==> src/rtl/counter_threshold_monitor.sv <==
`default_nettype none
// ============================================================================
//  Module      : counter_threshold_monitor
//  Description : Scans N counters round-robin, one per clock, and keeps a
//                per-counter alarm flag with hysteresis.
//                - An alarm sets when its counter reaches HI.
//                - An alarm clears when its counter falls to LO.
//                Every alarm transition is reported once on a one-entry
//                valid/ready event port.
//  Revision    : 1.0  initial release
// ============================================================================
module counter_threshold_monitor #(
  parameter int N  = 8,
  parameter int W  = 5,
  parameter int HI = 24,
  parameter int LO = 8,
  localparam int IW = (N > 1) ? $clog2(N) : 1
) (
  input  logic          clk,
  input  logic          rst,
  input  logic          en,
  input  logic [W-1:0]  cnt [0:N-1],
  output logic [N-1:0]  alarm,
  output logic          any_alarm,
  output logic          evt_valid,
  output logic [IW-1:0] evt_idx,
  output logic          evt_set,
  input  logic          evt_ready,
  output logic [IW-1:0] scan_ptr
);

  // Threshold set must leave a non-empty hysteresis band inside the counter range.
  generate
    if (!((LO < HI) && (HI < (2 ** W)))) begin : g_bad_thresholds
      $error("counter_threshold_monitor: need LO < HI < 2**W");
    end
  endgenerate

  localparam logic [W-1:0]  C_HI   = HI[W-1:0];
  localparam logic [W-1:0]  C_LO   = LO[W-1:0];
  localparam logic [IW-1:0] C_LAST = IW'(N - 1);

  logic [W-1:0]  w_cur_cnt;
  logic          w_cur_alarm;
  logic          w_raise;
  logic          w_clear;
  logic          w_trans;
  logic          w_slot_free;
  logic          w_load;
  logic          w_advance;
  logic [N-1:0]  w_alarm_nxt;
  logic [IW-1:0] w_ptr_nxt;

  // Evaluate the counter under the pointer and decide toggle, event load and advance.
  always_comb begin
    w_cur_cnt   = cnt[scan_ptr];
    w_cur_alarm = alarm[scan_ptr];
    w_raise     = !w_cur_alarm && (w_cur_cnt >= C_HI);
    w_clear     =  w_cur_alarm && (w_cur_cnt <= C_LO);
    w_trans     = en && (w_raise || w_clear);
    w_slot_free = !evt_valid || evt_ready;
    w_load      = w_trans && w_slot_free;
    // A transition that cannot be posted parks the pointer so the same
    // counter is looked at again with its fresh value next cycle.
    w_advance   = en && (!w_trans || w_slot_free);

    w_alarm_nxt = alarm;
    if (w_load) begin
      w_alarm_nxt[scan_ptr] = !w_cur_alarm;
    end

    w_ptr_nxt = scan_ptr;
    if (w_advance) begin
      w_ptr_nxt = (scan_ptr == C_LAST) ? '0 : scan_ptr + IW'(1);
    end
  end

  // Scan pointer, alarm vector and its registered OR.
  always_ff @(posedge clk or posedge rst) begin
    if (rst) begin
      scan_ptr  <= '0;
      alarm     <= '0;
      any_alarm <= 1'b0;
    end else begin
      scan_ptr  <= w_ptr_nxt;
      alarm     <= w_alarm_nxt;
      any_alarm <= |w_alarm_nxt;
    end
  end

  // One-entry event register; a load in the same cycle as an accept wins.
  always_ff @(posedge clk or posedge rst) begin
    if (rst) begin
      evt_valid <= 1'b0;
      evt_idx   <= '0;
      evt_set   <= 1'b0;
    end else if (w_load) begin
      evt_valid <= 1'b1;
      evt_idx   <= scan_ptr;
      evt_set   <= !w_cur_alarm;
    end else if (evt_valid && evt_ready) begin
      evt_valid <= 1'b0;
    end
  end

endmodule
`default_nettype wire

==> config.mk <==
export PLATFORM = sky130hd
export DESIGN_NAME = counter_threshold_monitor
export DESIGN_NICKNAME = d
export VERILOG_FILES = /design/src/rtl/counter_threshold_monitor.sv
export SDC_FILE = /design/constraint.sdc
export NUM_CORES = 1
export LEC_CHECK = 0
export CAP_MARGIN = 20
export CORE_MARGIN = 10
export CORE_UTILIZATION = 38
export DETAILED_ROUTE_END_ITERATION = 10
export PLACE_DENSITY = 0.79
export SYNTH_ARGS = -nofsm -noshare
export SYNTH_HDL_FRONTEND = slang
export SYNTH_SLANG_ARGS = --single-unit
==> constraint.sdc <==
create_clock -name clk -period 2.6 [get_ports clk]
set_input_delay 0.39 -clock clk [delete_from_list [all_inputs] [get_ports clk]]
set_output_delay 0.39 -clock clk [all_outputs]
set_load 0.03 [all_outputs]
After elaboration in Yosys (flattened, before gate mapping)
Cells that the tools add are included.
{"block": "op_classes", "addsub": 1, "magnitude_cmp": 5, "eq_ne": 1, "mux": 12, "n_bitwise": 1, "n_reduce_logical": 15}
{"cell": "5-bit binary-select mux with 3-bit select", "n": 1}
{"cell": "5-bit 2-to-1 mux", "n": 2}
{"cell": "8-bit bitwise mux", "n": 1}
{"cell": "8-bit 2-to-1 mux", "n": 1}
{"cell": "8-bit OR reduction", "n": 1}
{"cell": "1-bit logical AND", "n": 7}
{"cell": "5-bit >= comparator, second input constant", "n": 1}
{"cell": "5-bit by 4-bit <= comparator with 1-bit output, second input constant", "n": 1}
{"cell": "4-bit >= comparator, second input constant", "n": 1}
{"cell": "3-bit by 4-bit < comparator with 1-bit output, second input constant", "n": 1}
{"cell": "1-bit 2-to-1 mux", "n": 4}
{"cell": "3-bit NOT with 4-bit output", "n": 1}
{"cell": "3-bit by 1-bit adder with 3-bit output, second input constant", "n": 1}
{"cell": "1-bit binary-select mux with 3-bit select", "n": 1}
{"cell": "1-bit demux with 3-bit select", "n": 1}
{"cell": "3-bit equality test, second input constant", "n": 1}
{"cell": "3-bit by 1-bit >= comparator with 1-bit output, second input constant", "n": 1}
{"cell": "1-bit zero test", "n": 3}
{"cell": "1-bit logical OR", "n": 3}
{"cell": "3-bit 2-to-1 mux", "n": 1}
{"cell": "2-bit nonzero test", "n": 1}
{"block": "totals", "ff_bits": 17, "output_inout_bits": 17, "word_cells": 41}

Longest topological paths before layout
{"block": "logic_depth", "ltp_word": 11, "ltp_mapped": 12}

Least setup slack after synthesis
Ideal clock, no wire load.
{"block": "synth_path", "path_kind": "register to register", "from": "register scan_ptr[2]", "to": "register alarm[2]", "setup_time_ps": 128, "arrival_ps": 2522, "required_time_ps": 2472, "path_slack_ps": -49, "path_stages_with_launch": 9, "n_path_buf": 0, "period_less_slack_ps": 2649, "cell_sequence": "dfrtp_1 mux4_2 nand2b_2 nand2_4 a211oi_4 a31oi_1 or3_4 nor2_1 mux2_1"}
{"block": "synth_via", "elab_chain_cells": 10}
{"element": "from (decl)", "line": "29", "source": "output logic [IW-1:0] scan_ptr"}
{"element": "from (signal assigned)", "line": "85", "source": "scan_ptr <= w_ptr_nxt;"}
{"element": "3-bit NOT with 4-bit output (not written as such)", "line": "56", "source": "w_cur_cnt = cnt[scan_ptr];"}
{"element": "5-bit binary-select mux with 3-bit select", "line": "56"}
{"element": "5-bit 2-to-1 mux (not written as such) (2 in series)", "line": "56"}
{"element": "5-bit >= comparator / 5-bit by 4-bit <= comparator with 1-bit output (equally long branches)", "line": "58, 59"}
{"element": "1-bit logical AND, on equally long branches", "line": "58, 59"}
{"element": "1-bit logical OR", "line": "60", "source": "w_trans = en && (w_raise || w_clear);"}
{"element": "1-bit logical AND", "line": "60"}
{"element": "1-bit logical AND", "line": "62", "source": "w_load = w_trans && w_slot_free;"}
{"element": "8-bit 2-to-1 mux *", "line": "68", "source": "if (w_load) begin"}
{"element": "via w_alarm_nxt[2]", "line": "51", "source": "logic [N-1:0] w_alarm_nxt;"}
{"element": "to (signal assigned)", "line": "86", "source": "alarm <= w_alarm_nxt;"}
{"element": "to (decl)", "line": "23", "source": "output logic [N-1:0] alarm,"}
Mark *: on every way through the listed nets, which the timed path passes. The rest lies on a longest branch. The select of a mux whose other input is x is not followed.
A chain may end at the register's enable or synchronous reset.

Final worst setup path
{"block": "layout_path", "from": "register scan_ptr[2]", "to": "register alarm[0]"}
The elaborated chain is that of the path after synthesis.

==> flow_summary.yaml <==
timing:
  tightest_slew_ns: 0.6614
  setup_ws_ns: 0.01420
  slew_headroom: 0.5586
  setup-tns-final_ns: 0
  hold_viol: 0
  fin_skew_ns: 0.003089
  rsz0062_at_grt: "yes"
  fmax_ghz: 0.3867
  min_period_ns: 2.586
  finalSetupViolations: 0
  slew_viol_final: 0
  hold_ws_ns: 0.4776
  period_share: 0.9945
floorplanning:
  pin_count: 61
  fp.dieW_um: 80.24
  start_util: 0.4037
  fp-row-count: 21
  design.core.area_sq_mm: 0.003416
  die_area_sq_mm: 0.006438
  die_y_um: 80.24
placed_design:
  post-place-ws_ns: -0.1896
  io_buffers: 60
  dpl.hpwl_mm: 3.783
  placed_cells: 266
  placed_area_sq_mm: 0.002177
  place.gp.congestion: 0.9984
drt:
  vias_per_cell: 5.515
  vias: 1511
  drt_iter0_markers: 69
  routed-wl-met2_mm: 2.350
  met3WireLength_um: 332
  wl_met1_mm: 2.032
  wirelength_mm: 4.765
  dr.max_layer_used: "met4"
  final_antenna_net_count: 0
  wl_per_cell_um: 17.39
  drcViolationCount: 0
  dr.pass1.iters: 6
power:
  switching_share: 0.4744
  power_frac_comb: 0.777
  intPower_mw: 1.555
  max-vdd-ir-drop_v: 0.0008902
  p_switching_mw: 1.404
  power_density_mw_per_mm2: 1300
  fin_total_pwr_mw: 2.959
  sequentialPowerShare: 0.175
  p_leak_nw: 0.9063
  power_frac_clock: 0.048
cells_and_area:
  final_common_cell: "clkdlybuf4s50_1"
  final_area_sq_mm: 0.002276
  stdcell_count: 274
  fin_nets: 275
  layout-drive-gt1-share: 0.2719
  layout_common_cells: "clkdlybuf4s50_1 (60), buf_4 (28), dfrtp_1 (14), nor2_1 (10), nand2_1 (9)"
  diodes: 0
  ff_latch_area_sq_um: 429.2
  utilization: 0.6663
  nFillCells: 269
  multi_input_area_sq_um: 927.1
  area_growth_pct: 65.06
yosys:
  synth-main-ff-cell: "dfrtp_1"
  synthXorXnorAreaFrac: 0
  syn_inst: 145
  ys_seq_area_frac: 0.3085
  synth-simple-area-share: 0.2223
  yosysUniqueCellTypes: 52
  syn_area_sq_mm: 0.001379
  synth_compound_area_frac: 0.2260
  yosysWarnings: 0
  post_synth.cell_area_avg_sq_um: 9.509
  synth_top_family_by_area: "compound AO/OA/AOI/OAI gates"
  syn_nets: 191
  synth_seq_cells: 17
  async_flop_share: 1.000
  muxShareOfSynthArea: 0.1770
  synth-edff-count: 0
  yosys.area_share.adder: 0.01815
worst_hold_path:
  hold_class: "primary input to asynchronous set/reset pin"
clock_tree:
  cts.clk_slew.worst_paths_ns: 0.10
  cts_buffers: 3
  clk_path_buf_depth: 2
  cts_sinks: 17
  insertion_delay_ns: 0.29
  cts_tree: "yes"
  root_buffer: "clkbuf_4"
  htree_levels: 1
global_routing:
  grt_usage: 0.1512
  grt_max_degree: 18
  grt_pass1_vias: 1599
  grt_overflow: 0
  antenna_found_initial: 0
  grt_pass1_wl_mm: 7.969
critical_path:
  required_ns: 2.78
  end_kind: "flop"
  reg2reg_depth: 8
  startpoint_type: "flop"
  slowest_stage: "dfrtp_2"
  cpMostUsedCell: "mux2_1"
  cp_cell_sequence: "buf_12, mux2_1, a22oi_2, o2bb2ai_2, a31oi_2, or3_4, nor2_1, mux2_1"
  r2r_start: "scan_ptr[2]"
  worstReg2RegEnd: "alarm[0]"
  arrival_ns: 2.77
  max_stage_delay_ns: 0.50
  critPathKind: "flop to flop"
  crit_fanout: 11
  r2r_setup_slack_ns: 0.01
status:
  outcome: "finished clean"
flow_run:
  maxCapViolCount: 0
[worst max-delay path: cells and delay by family (launching register included)]
family	cells	cell delay [ns]
multiplexers	2	0.65
AO/OA/AOI/OAI	3	0.61
AND/OR/NAND/NOR	2	0.54
flip-flops	1	0.50
buffers and inverters	1	0.17
[synthesized netlist by cell type, drive strengths merged (2+ instances only)]
cell | count | area share
a211oi | 2 | 0.020
a21o | 4 | 0.022
a21oi | 8 | 0.029
a22oi | 3 | 0.020
a31oi | 2 | 0.0091
and2 | 2 | 0.0091
buf | 8 | 0.040
clkbuf | 2 | 0.0054
dfrtp | 17 | 0.31
ha | 2 | 0.018
mux2 | 9 | 0.073
mux2i | 4 | 0.038
mux4 | 4 | 0.065
nand2 | 10 | 0.033
nand2b | 5 | 0.024
nand3 | 3 | 0.011
nor2 | 13 | 0.035
nor3 | 6 | 0.022
nor3b | 2 | 0.011
nor4 | 3 | 0.014
o21ai | 7 | 0.025
o31ai | 5 | 0.027
o32ai | 2 | 0.013
or3 | 4 | 0.022
[how the worst max path moves through the flow]
stage	from	end	slack [ns]	cells past startpoint
global route	scan_ptr[2]	alarm[0]	-0.08	10
floorplan	scan_ptr[0]	alarm[2]	0.05	10
global placement	cnt[5]	alarm[3]	-0.1	10
finish	scan_ptr[2]	alarm[0]	0.01	8
CTS	scan_ptr[2]	alarm[4]	0.03	8
detailed placement	cnt[5]	alarm[3]	-0.19	10
[per-layer routing]
| layer | GRT usage | up-vias |
|---|---|---|
| li1 | - | 726 |
| met1 | 0.1812 | 710 |
| met2 | 0.2608 | 70 |
| met3 | 0.03452 | 5 |
| met4 | 0.04577 | 0 |
| met5 | 0 | - |
[registers in the layout, indices dropped and copies added, names as in the netlist]
register and flops:
scan_ptr 3, any_alarm 1, evt_valid 1, alarm 8, evt_idx 3, evt_set 1
[what timing repair did]
| action | in CTS | in global routing |
|---|---|---|
| pin swaps | 0 | 3 |
| hold endpoints to repair | 0 | 0 |
| hold buffers | 0 | 0 |
| gates cloned | 0 | 0 |
| endpoints found under the setup margin | 7 | 14 |
| setup buffers | 2 | 2 |
| resized for setup | 1 | 11 |
[power groups by stage]
stage	clock [mW]	sequential, mW	combinational, mW
2_1_floorplan	0	0.727	1.09
3_3_place_gp	0	0.524	2.09
3_5_place_dp	0	0.533	2.15
4_1_cts	0.145	0.521	2.20
5_1_grt	0.153	0.535	2.50
6_report	0.142	0.518	2.30
[layout make-up]
| cell class | instances | share of cell area |
|---|---|---|
| clock buffers | 3 | 0.009896 |
| flip-flops and latches | 17 | 0.1886 |
| inverters | 1 | 0.001649 |
| clock inverters | 1 | 0.002199 |
| well taps | 46 | 0.02529 |
| repair buffers | 89 | 0.3650 |
| multi-input cells | 117 | 0.4074 |
[logic make-up (layout without fill, tap and decap cells)]
family,Yosys count,count (layout)
AOI/OAI and AO/OA,42,42
muxes,17,17
adders and majority gates,2,2
buffers and inverters,11,94
DFF,17,17
and+or+nand+nor,56,56
No activity file was read; power rests on OpenSTA's default activity.
